<file path="src/rtl/pbus_pkg.sv">
// Shared definitions for the peripheral-bus arbiter: FSM encoding, timer address windows and
// master ids.
package pbus_pkg;

    localparam logic [1:0] ST_IDLE   = 2'd0;
    localparam logic [1:0] ST_ACCESS = 2'd1;
    localparam logic [1:0] ST_RESP   = 2'd2;

    localparam logic [31:0] TC1_START = 32'h0000_7F00;
    localparam logic [31:0] TC1_END   = 32'h0000_7F0B;
    localparam logic [31:0] TC2_START = 32'h0000_7F10;
    localparam logic [31:0] TC2_END   = 32'h0000_7F1B;

    localparam logic MST_CPU = 1'b0;
    localparam logic MST_DMA = 1'b1;

    function automatic logic addr_in_window(input logic [31:0] addr);
        return ((addr >= TC1_START) && (addr <= TC1_END)) ||
               ((addr >= TC2_START) && (addr <= TC2_END));
    endfunction

endpackage

</file>
<file path="src/rtl/rr_arb2.sv">
// Combinational two-request picker. Round-robin on ties by default; with PBUS_FIXED_PRIO_EN
// defined, master 0 always wins a tie.
module rr_arb2
    import pbus_pkg::*;
(
    input  logic [1:0] i_req,
    input  logic       i_last_gnt,
    output logic       o_winner,
    output logic       o_valid
);

    logic w_tie_winner;

`ifdef PBUS_FIXED_PRIO_EN
    logic w_unused_last_gnt;
    assign w_unused_last_gnt = i_last_gnt;
    assign w_tie_winner      = MST_CPU;
`else
    assign w_tie_winner = ~i_last_gnt;
`endif

    assign o_valid = |i_req;

    always_comb begin
        o_winner = MST_CPU;
        if (i_req == 2'b10) begin
            o_winner = MST_DMA;
        end else if (i_req == 2'b11) begin
            o_winner = w_tie_winner;
        end
    end

endmodule

</file>
<file path="src/rtl/pbus_arbiter.sv">
// Two-master peripheral-bus arbiter/sequencer feeding the TC1/TC2 bridge.
// Build option: PBUS_FIXED_PRIO_EN (fixed priority to master 0 instead of round-robin).
module pbus_arbiter
    import pbus_pkg::*;
#(
    parameter int unsigned WAIT_CYCLES = 0,
    parameter int unsigned CNT_W       = 4
) (
    input  logic        clk,
    input  logic        reset,
    input  logic        m0_req,
    input  logic        m0_we,
    input  logic [31:0] m0_addr,
    input  logic [31:0] m0_wdata,
    output logic [31:0] m0_rdata,
    output logic        m0_done,
    output logic        m0_err,
    input  logic        m1_req,
    input  logic        m1_we,
    input  logic [31:0] m1_addr,
    input  logic [31:0] m1_wdata,
    output logic [31:0] m1_rdata,
    output logic        m1_done,
    output logic        m1_err,
    output logic [31:0] pr_a,
    output logic        pr_we,
    output logic [31:0] pr_wd,
    input  logic [31:0] pr_rd,
    output logic        busy,
    output logic        owner
);

    logic [1:0]       r_state;
    logic             r_owner;
    logic             r_last_gnt;
    logic             r_we;
    logic             r_err;
    logic [31:0]      r_addr;
    logic [31:0]      r_wdata;
    logic [31:0]      r_rdata;
    logic [CNT_W-1:0] r_cnt;

    logic             w_winner;
    logic             w_valid;
    logic             w_sel_we;
    logic [31:0]      w_sel_addr;
    logic [31:0]      w_sel_wdata;
    logic             w_drive;
    logic             w_last;
    logic             w_resp;

    rr_arb2 u_rr_arb2 (
        .i_req      ({m1_req, m0_req}),
        .i_last_gnt (r_last_gnt),
        .o_winner   (w_winner),
        .o_valid    (w_valid)
    );

    always_comb begin
        if (w_winner == MST_DMA) begin
            w_sel_we    = m1_we;
            w_sel_addr  = m1_addr;
            w_sel_wdata = m1_wdata;
        end else begin
            w_sel_we    = m0_we;
            w_sel_addr  = m0_addr;
            w_sel_wdata = m0_wdata;
        end
    end

    always_ff @(posedge clk or negedge reset) begin
        if (!reset) begin
            r_state    <= ST_IDLE;
            r_owner    <= MST_CPU;
            r_last_gnt <= MST_DMA;
            r_we       <= 1'b0;
            r_err      <= 1'b0;
            r_addr     <= '0;
            r_wdata    <= '0;
            r_rdata    <= '0;
            r_cnt      <= '0;
        end else begin
            case (r_state)
                ST_IDLE: begin
                    if (w_valid) begin
                        r_owner    <= w_winner;
                        r_last_gnt <= w_winner;
                        r_we       <= w_sel_we;
                        r_addr     <= {w_sel_addr[31:2], 2'b00};
                        r_wdata    <= w_sel_wdata;
                        r_err      <= !addr_in_window(w_sel_addr);
                        r_cnt      <= CNT_W'(WAIT_CYCLES);
                        r_state    <= ST_ACCESS;
                    end
                end
                ST_ACCESS: begin
                    if (w_last) begin
                        // Writes and rejected addresses return zero data.
                        r_rdata <= (r_we || r_err) ? '0 : pr_rd;
                        r_state <= ST_RESP;
                    end else begin
                        r_cnt <= r_cnt - 1'b1;
                    end
                end
                ST_RESP:  r_state <= ST_IDLE;
                default:  r_state <= ST_IDLE;
            endcase
        end
    end

    assign w_drive = (r_state == ST_ACCESS) && !r_err;
    assign w_last  = (r_cnt == '0);
    assign w_resp  = (r_state == ST_RESP);

    assign pr_a  = w_drive ? r_addr : '0;
    assign pr_wd = w_drive ? r_wdata : '0;
    assign pr_we = w_drive && w_last && r_we;

    assign m0_done  = w_resp && (r_owner == MST_CPU);
    assign m1_done  = w_resp && (r_owner == MST_DMA);
    assign m0_err   = m0_done && r_err;
    assign m1_err   = m1_done && r_err;
    assign m0_rdata = r_rdata;
    assign m1_rdata = r_rdata;

    assign busy  = (r_state != ST_IDLE);
    assign owner = r_owner;

endmodule

</file>
<file path="config.mk">
export PLATFORM = sky130hd
export DESIGN_NAME = pbus_arbiter
export DESIGN_NICKNAME = d
export VERILOG_FILES = /design/src/rtl/pbus_pkg.sv /design/src/rtl/rr_arb2.sv /design/src/rtl/pbus_arbiter.sv
export SDC_FILE = /design/constraint.sdc
export NUM_CORES = 1
export LEC_CHECK = 0
export ABC_AREA = 0
export ABC_CLOCK_PERIOD_IN_PS = 1600
export CAP_MARGIN = 30
export CORE_ASPECT_RATIO = 0.5
export CORE_MARGIN = 2
export CORE_UTILIZATION = 35
export CTS_CLUSTER_DIAMETER = 200
export DETAILED_ROUTE_END_ITERATION = 10
export PLACE_DENSITY = 0.77
export SLEW_MARGIN = 15
export SYNTH_ARGS = -nofsm -noshare
export SYNTH_HDL_FRONTEND = slang
export SYNTH_SLANG_ARGS = --single-unit
</file>
<file path="constraint.sdc">
create_clock -name clk -period 1.6 [get_ports clk]
set_clock_uncertainty 0.1 [all_clocks]
set_input_delay 0.32 -clock clk [delete_from_list [all_inputs] [get_ports clk]]
set_output_delay 0.32 -clock clk [all_outputs]
set_load 0.03 [all_outputs]
</file>
; After elaboration in Yosys (flattened, before gate mapping)
; Index checks and enable logic that the tools add are counted.
[classes]
n_eq_ne = 7
n_reduce_logical = 22
muxes = 14
bitwise = 2
n_lt_le_gt_ge = 4
n_addsub = 1
[op_table]
columns = cell, n
row1 = 32-bit two-way mux, 5
row2 = 32-bit by 15-bit greater-or-equal comparator with 1-bit output (second input constant), 2
row3 = 32-bit by 15-bit <= comparator with 1-bit output (second input constant), 2
row4 = 1-bit logical AND, 9
row5 = 4-bit two-way mux, 2
row6 = 4-bit case mux with 2 select lines, 1
row7 = 2-bit equality test (second input constant), 3
row8 = 2-bit AND reduction, 3
row9 = 4-bit logical NOT, 1
row10 = 2-bit two-way mux, 2
row11 = 2-bit != test (second input constant), 2
row12 = 2-bit case mux with 2 select lines, 1
row13 = 2-bit nonzero test, 2
row14 = 4-bit by 1-bit subtractor with 4-bit output (second input constant), 1
row15 = 1-bit two-way mux, 3
row16 = 3-bit AND reduction, 1
row17 = 2-bit by 1-bit equality test with 1-bit output (second input constant), 1
row18 = 1-bit logical NOT, 2
row19 = 2-bit logical NOT, 1
row20 = 1-bit logical OR, 2
row21 = 2-bit by 1-bit != test with 1-bit output (second input constant), 1
row22 = 1-bit inverter, 2
row23 = 2-bit OR reduction, 1
[word_totals]
output_inout_bits = 135
elab_cells = 59
reg_bits = 104
in_bits = 166

; Longest topological paths before layout
; Gate-level depths: netlist of run 1.
[depth]
depth_word = 8
ltp_mapped = 8
mapped_depth_nobuf = 6

; By module
; From an unflattened synthesis of run 1, not the netlist that was laid out.
[unflattened]
cells_unflattened = 588
hier_area_um2 = 5459.0
[by_module_without_submodules]
columns = module, instances, area_each_um2, seq_area_each_um2, cells_each
row1 = pbus_arbiter, 1, 5445.2, 2603.7, 586
row2 = rr_arb2, 1, 13.8, 0.0, 2

; Least setup slack after synthesis of run 1
; OpenSTA, ideal clock, no wires.
[synth_path]
path_kind = reg2out
start = reg r_owner (netlist: owner)
end = out m1_err
arrival_ns = 1.806
path_stages_with_launch = 4
required_time_ns = 1.180
slack_ns = -0.626
path_buffers = 0
cell_sequence = dfrtp_1 inv_1 nor3b_1 and2_1
[synth_via]
elab_chain_cells = 2
[synth_lines]
columns = element, line
row1 = from (decl), pbus_arbiter.sv:34  ; logic r_owner;
row2 = from (signal assigned), pbus_arbiter.sv:86  ; r_owner <= w_winner;
row3 = 1-bit logical AND, pbus_arbiter.sv:120  ; assign m1_done = w_resp && (r_owner == MST_DMA);
row4 = named net m1_done, pbus_arbiter.sv:23  ; output logic m1_done,
row5 = 1-bit logical AND, pbus_arbiter.sv:122  ; assign m1_err = m1_done && r_err;
row6 = to (decl), pbus_arbiter.sv:24  ; output logic m1_err,
; The timed path passes the listed nets, and every way through them passes these cells.

; Worst setup path after layout of run 1
[layout_path]
start = reg r_state[1]
end = out pr_wd[30]
[layout_via]
elab_chain_cells = 3
[layout_lines]
columns = element, line
row1 = from (decl), pbus_arbiter.sv:33  ; logic [1:0] r_state;
row2 = from (signal assigned), pbus_arbiter.sv:73  ; r_state <= ST_IDLE;
row3 = from (signal assigned), pbus_arbiter.sv:93  ; r_state <= ST_ACCESS;
row4 = from (signal assigned), pbus_arbiter.sv:100  ; r_state <= ST_RESP;
row5 = 2-bit by 1-bit equality test with 1-bit output, pbus_arbiter.sv:111  ; assign w_drive = (r_state == ST_ACCESS) && !r_err;
row6 = 1-bit logical AND, pbus_arbiter.sv:111
row7 = 32-bit two-way mux, pbus_arbiter.sv:116  ; assign pr_wd = w_drive ? r_wdata : '0;
row8 = to (decl), pbus_arbiter.sv:27  ; output logic [31:0] pr_wd,
; No other way between the ends.

==> impl_results.md, run 1 <==
* Status: finished, violations left
* Failing checks: negative setup slack
* Commonest non-fill, non-tap cell in the layout: clkdlybuf4s50_1
* WHS at 0.2439 ns
* Cell Area, Synth at approximately 5400 sq um
* Register Area at between 2000 and 3000 sq um
* Via density at around 5.3
* Initial antenna violation count at 0
* CTS Root Cell: clkbuf_16
* Largest family of logic cells by synthesized area: simple AND/OR/NAND/NOR gates
* Drt first-iter violations at roughly 390
* Total CTS buffers at 9
* Cell count after synthesis at a little over 600
* Largest stage delay, worst path at a little over 0.4 ns
* Filler instances at about 950
* Synth async-reset ratio at 100.0%
* FMAX at 0.4557 GHz
* Die ar. at 16,440 sq um
* Xor and xnor fraction of the mapped netlist area at less than 1%
* Final setup vio count at about 180
* Synth Area in Compound Gates at 10.93%
* Die Y at roughly 92 microns
* Worst setup startpoint: r_state[1]
* Area delta synth->final at 96.02%
* Library cells used by synthesis at roughly 40
* RSZ-0062 raised after global routing: true
* Post-synthesis mux area share at approximately 6.5%
* Share of cells above drive strength 1 at around 40%
* CTS sink cnt at between 100 and 150
* Dominant synthesized flop cell: dfrtp_1
* Drt first pass iters at 4
* WS Path Type: register to output port
* H-tree levels at 3
* Vias in the first global route at a little under 6,000
* Setup crit start kind: register
* Crit. End Element: output port
* Pleak at 4.696 nW
* Post-Layout Inst Area at approximately 11,000 sq um
* PortBufs at just under 300
* Cell Rows at 31
* Total congestion overflow at 0
* Vias at just over 6,000
* PwrDens at ~1300 nW/um^2
* Post-synthesis simple-gate area fraction at 25.04%
* Worst Path Arrival at about 1.8 ns
* Register area share after synthesis at between 40% and 50%
* Fin crit period at around 2.2 ns
* CP max FO at 13
* Initial core utilization at 36.51%
* Die Wd at about 180 microns
* Clk Latency, worst-skew pair at around 0.35 ns
* DP Worst Slack at -0.5830 ns
* Area of the multi-input gates at ~3000 sq um
* Post-Synth Adder-Cell Area at 0.4650%
* GRT Total Usage at between 20% and 30%
* Clk pin slew, worst setup/hold paths at roughly 0.080 ns
* Placed Area at ~8600 sq um
* Ys Warns at 0
* Tightest Hold Check Type: primary input to async pin
* Hpwl dp at ~13,000 microns
* Drt drc at 0
* ANT cells at 0
* Largest net degree at the start of global routing at between 40 and 50
* Max Cap Violations at 0
* Nets at 1,122
* Routed len/inst at about 22 microns
* Gpl congestion at just under 0.9
* Routed wire length at around 25,000 microns
* Final hold vios at 0
* Most used cells in the layout excluding fill and tap cells: clkdlybuf4s50_1 (156), dfrtp_1 (101), nand2_1 (92), buf_6 (79), nor2_1 (60)
* First-pass GRT wire length at around 32,000 microns
* Crit-path most repeated cell: buf_6
* Worst reg2reg path startpoint: r_state[1]
* Core area at 14,740 sq um
* Average cell area after synthesis at 8.722 sq um
* Post-synth EDFFs at 0
* Tcrit/Tclk final at 137.1%
* Final WS setup at -0.5943 ns
* Max Buffers Root-to-Sink at 2
* CP cell instances: nand2b_4 > nor2_4 > buf_6 > buf_16 > and2_2 > buf_6
* Num ports at 301
* Slowest cell on crit path: dfrtp_1
* Pins Over Slew Limit at 0
* CTS tree: yes
* Max VDD drop at between 800 and 900 uV
* Yosys reg bits at ~100
* Worst EP required at between 1 and 1.5 ns
* Total power at between 10 and 15 mW
* Detail Route Antenna Nets at 0
## state kept, by name, indices dropped and copies added, names as in the netlist
signal / cells
m0_rdata: 32
r_err: 1
r_last_gnt: 1
r_we: 1
r_state: 2
r_cnt: 4
r_addr: 30
r_wdata: 32
owner: 1
## final timing paths
kind | slack [ns] | cells past startpoint | to
max in group asynchronous | 0.64 | 3 | m0_rdata[16]
min reg2reg | 0.42 | 2 | m0_rdata[12]
min in group clk | 0.27 | 3 | r_addr[5]
max reg2reg | -0.49 | 12 | r_wdata[13]
min | 0.24 | 2 | r_addr[7]
max | -0.59 | 6 | pr_wd[30]
## cell usage after synthesis, types with 4 or more instances
library cell | number | area [sq um]
o21ai_1 | 32 | 160.2
a21oi_1 | 36 | 180.2
mux2i_1 | 34 | 340.3
dfrtp_1 | 103 | 2577
buf_2 | 16 | 80.08
nor4_1 | 6 | 37.54
clkbuf_1 | 21 | 78.83
nand2_1 | 123 | 461.7
buf_4 | 34 | 255.2
a31oi_1 | 30 | 187.7
nor2_1 | 70 | 262.8
inv_1 | 4 | 15.01
and2_1 | 64 | 400.4
## what timing repair did
action	4_1_cts	5_1_grt
gates resized for setup	254	171
pin swaps	34	13
gates cloned	14	14
hold buffers	1	0
endpoints found under the hold margin	103	0
buffers inserted	19	22
setup endpoints to repair	167	205
## where the power goes
part           switching [mW]  leakage [nW]  internal, mW
Sequential              0.734          1.25          3.62
Clock                    1.14         0.136          1.09
Combinational            3.77          3.31          3.86
Total                    5.65          4.70          8.57
## kinds of logic after synthesis
logic type	count (synthesis)
xor gates and xnor gates	2
muxes	35
and+or+nand+nor	287
other	1
DFF	104
adders and majority gates	2
AOI/OAI and AO/OA	107
buffers and inverters	79
## cell type report
cell class	instances	share of cell area [%]
repair buffers	399	41.69
multi-input cells	435	28.34
clock inverters	7	0.6049
clock buffers	9	2.135
well taps	198	2.348
inverters	5	0.1779
flip-flops and latches	104	24.71
## critical path: cells and delay by family, from the launching register on
| kind | cells | cell delay [ns] |
|---|---|---|
| DFF | 1 | 0.41 |
| buffers and inverters | 3 | 0.47 |
| and+or+nand+nor | 3 | 0.55 |
## per-layer routing
| metal | track usage, % | routed length, microns |
|---|---|---|
| met1 | 29.56 | 9487 |
| met2 | 47.48 | 12750 |
| met3 | 2.902 | 1667 |
| met4 | 7.930 | 1251 |
| met5 | 0 | 0 |
## metrics by stage
step | utilization, % | setup TNS, ns | instances
global route | 71.57 | -75.60 | 1157
CTS | 67.45 | -35.98 | 1131
finish | 71.57 | -69.37 | 1157
global placement | 58.62 | -23.84 | 1081
detailed placement | 58.62 | -26.48 | 1081
floorplan | - | -6.537 | 618
(Power assumes the default switching activity.)
==> run 2, diff against run 1 <==
--- a/config.mk
+++ b/config.mk
@@ -14,6 +14,7 @@
 export CTS_CLUSTER_DIAMETER = 200
 export DETAILED_ROUTE_END_ITERATION = 10
 export PLACE_DENSITY = 0.77
+export RECOVER_POWER = 100
 export SLEW_MARGIN = 15
 export SYNTH_ARGS = -nofsm -noshare
 export SYNTH_HDL_FRONTEND = slang
==> impl_results.md, run 2 (synthesized netlist as in run 1, its figures left out) <==
* Core area at 14,740 sq um (unchanged)
* H-tree levels at 3 (unchanged)
* Pins Over Slew Limit at 0 (unchanged)
* RSZ-0062 raised after global routing: true (unchanged)
* Worst Path Arrival at 1.77 ns (about the same)
* CTS tree: yes (unchanged)
* Vias in the first global route at 5,908 (unchanged)
* Routed wire length at 25,160 microns (was 25,150 microns)
* Pleak at 4.683 nW (was 4.696 nW)
* Final Util at 71.38% (was 71.57%)
* Crit. End Element: output port (unchanged)
* First-pass GRT wire length at 32,060 microns (unchanged)
* Num ports at 301 (unchanged)
* Clk Latency, worst-skew pair at 0.35 ns (about the same)
* Cell Rows at 31 (unchanged)
* DP Cell Count at 1,081 (unchanged)
* CTS Root Cell: clkbuf_16 (unchanged)
* PwrDens at 1351 nW/um^2 (was 1348 nW/um^2)
* Detail Route Antenna Nets at 0 (unchanged)
* Drt first pass iters at 6 (was 4)
* Worst slew margin at 59.61%
* Fin crit period at 2.189 ns (was 2.194 ns)
* Fin cells at 1,157 (unchanged)
* Max Buffers Root-to-Sink at 2 (unchanged)
* Final setup vio count at 177 (unchanged)
* CP max FO at 13 (unchanged)
* Failing checks: negative setup slack (unchanged)
* Via density at 5.324 (was 5.327)
* Die Y at 91.68 microns (unchanged)
* Setup crit start kind: register (unchanged)
* CTS sink cnt at 104 (unchanged)
* Hpwl dp at 13,250 microns (unchanged)
* Total congestion overflow at 0 (unchanged)
* Tightest Hold Check Type: primary input to register (was primary input to async pin)
* Die Wd at 179.4 microns (unchanged)
* Area delta synth->final at 95.49% (was 96.02%)
* Status: finished, violations left (unchanged)
* Share of cells above drive strength 1 at 39.83% (was 40.04%)
* Max VDD drop at 827.1 uV (was 828.5 uV)
* Max Cap Violations at 0 (unchanged)
* GRT Total Usage at 25.11% (unchanged)
* Commonest non-fill, non-tap cell in the layout: clkdlybuf4s50_1 (unchanged)
* FMAX at 0.4568 GHz (was 0.4557 GHz)
* Initial antenna violation count at 0 (unchanged)
* Initial core utilization at 36.51% (unchanged)
* Placed Area at 8641 sq um (unchanged)
* Nets at 1,122 (unchanged)
* Tcrit/Tclk final at 136.8% (was 137.1%)
* ANT cells at 0 (unchanged)
* WS Path Type: register to output port (unchanged)
* Total power at 14.21 mW (was 14.22 mW)
* Drt drc at 0 (unchanged)
* Total CTS buffers at 9 (unchanged)
* WHS at 0.2719 ns (was 0.2439 ns)
* Most used cells in the layout excluding fill and tap cells: clkdlybuf4s50_1 (156), dfrtp_1 (101), nand2_1 (92), buf_6 (81), nor2_1 (60) (was clkdlybuf4s50_1 (156), dfrtp_1 (101), nand2_1 (92), buf_6 (79), nor2_1 (60))
* Routed len/inst at 21.75 microns (was 21.74 microns)
* Die ar. at 16,440 sq um (unchanged)
* Final hold vios at 0 (unchanged)
* Worst EP required at 1.18 ns (about the same)
* Clk pin slew, worst setup/hold paths at 0.08 ns (about the same)
* Post-Layout Inst Area at 10,520 sq um (was 10,550 sq um)
* Vias at 6,160 (was 6,163)
* Drt first-iter violations at 403 (was 385)
* Gpl congestion at 0.8838 (unchanged)
* Largest net degree at the start of global routing at 42 (unchanged)
* Final WS setup at -0.5892 ns (was -0.5943 ns)
* Slew @ Worst Pin at 0.6058 ns
* PortBufs at 294 (unchanged)
run 2: cell types whose count changed in the layout (fill, tap and decap cells not counted), sizes merged:
cell           before  now
clkdlybuf4s15      12   11
clkbuf             51   54
buf               162  160
run 2: power breakdown:
group / switching, mW / leakage (nW) / internal (mW)
Combinational: 3.77 / 3.30 / 3.85
Sequential: 0.732 / 1.25 / 3.62
Clock: 1.15 / 0.136 / 1.09
run 2: final timing paths:
check                               end  slack, ns  cells after the start    startpoint
min                           r_addr[5]       0.27                      3    m0_addr[5]
max reg2reg                 r_wdata[13]      -0.49                     12    r_state[1]
max                           pr_wd[30]      -0.59                      6    r_state[1]
max in group asynchronous   r_wdata[11]       0.20                      3         reset
min in group asynchronous     r_addr[7]       0.38                      2         reset
min reg2reg                m0_rdata[12]       0.42                      2  m0_rdata[12]
run 2: per-layer routing:
layer | up-vias | wire length (microns) | GRT usage, %
met4 | 0 | 1218 | 7.930
met1 | 3015 | 9582 | 29.56
li1 | 2702 | - | -
met3 | 96 | 1612 | 2.902
met5 | - | 0 | 0
met2 | 347 | 12750 | 47.48
run 2: cell type report:
| class | instances | area, sq um |
|---|---|---|
| Timing Repair Buffer | 399 | 4369 |
| Clock buffer | 9 | 225.2 |
| Tap cell | 198 | 247.7 |
| Inverter | 5 | 18.77 |
| Sequential cell | 104 | 2606 |
| Multi-Input combinational cell | 435 | 2989 |
| Fill cell | 957 | 4219 |
| Clock inverter | 7 | 63.81 |
run 2: what timing repair did:
item,4_1_cts,5_1_grt
buffers inserted,19,22
hold buffers,1,0
hold endpoints to repair,103,0
gates cloned,14,14
resized for setup,254,171
pin swaps,34,13
endpoints found under the setup margin,167,205
run 2: critical path, stage by stage (launching register included):
cell,delay [ns]
dfrtp_1,0.41
nand2b_4,0.18
nor2_4,0.17
buf_6,0.16
buf_16,0.15
and2_2,0.19
buf_6,0.16
run 2: metrics by stage:
step | setup slack (ns) | TNS [ns]
after global routing | -0.6084 | -75.60
final | -0.5892 | -68.67
after global placement | -0.5632 | -23.84
after CTS | -0.4648 | -35.98
after detailed placement | -0.5830 | -26.48
after floorplan | -0.1109 | -6.537
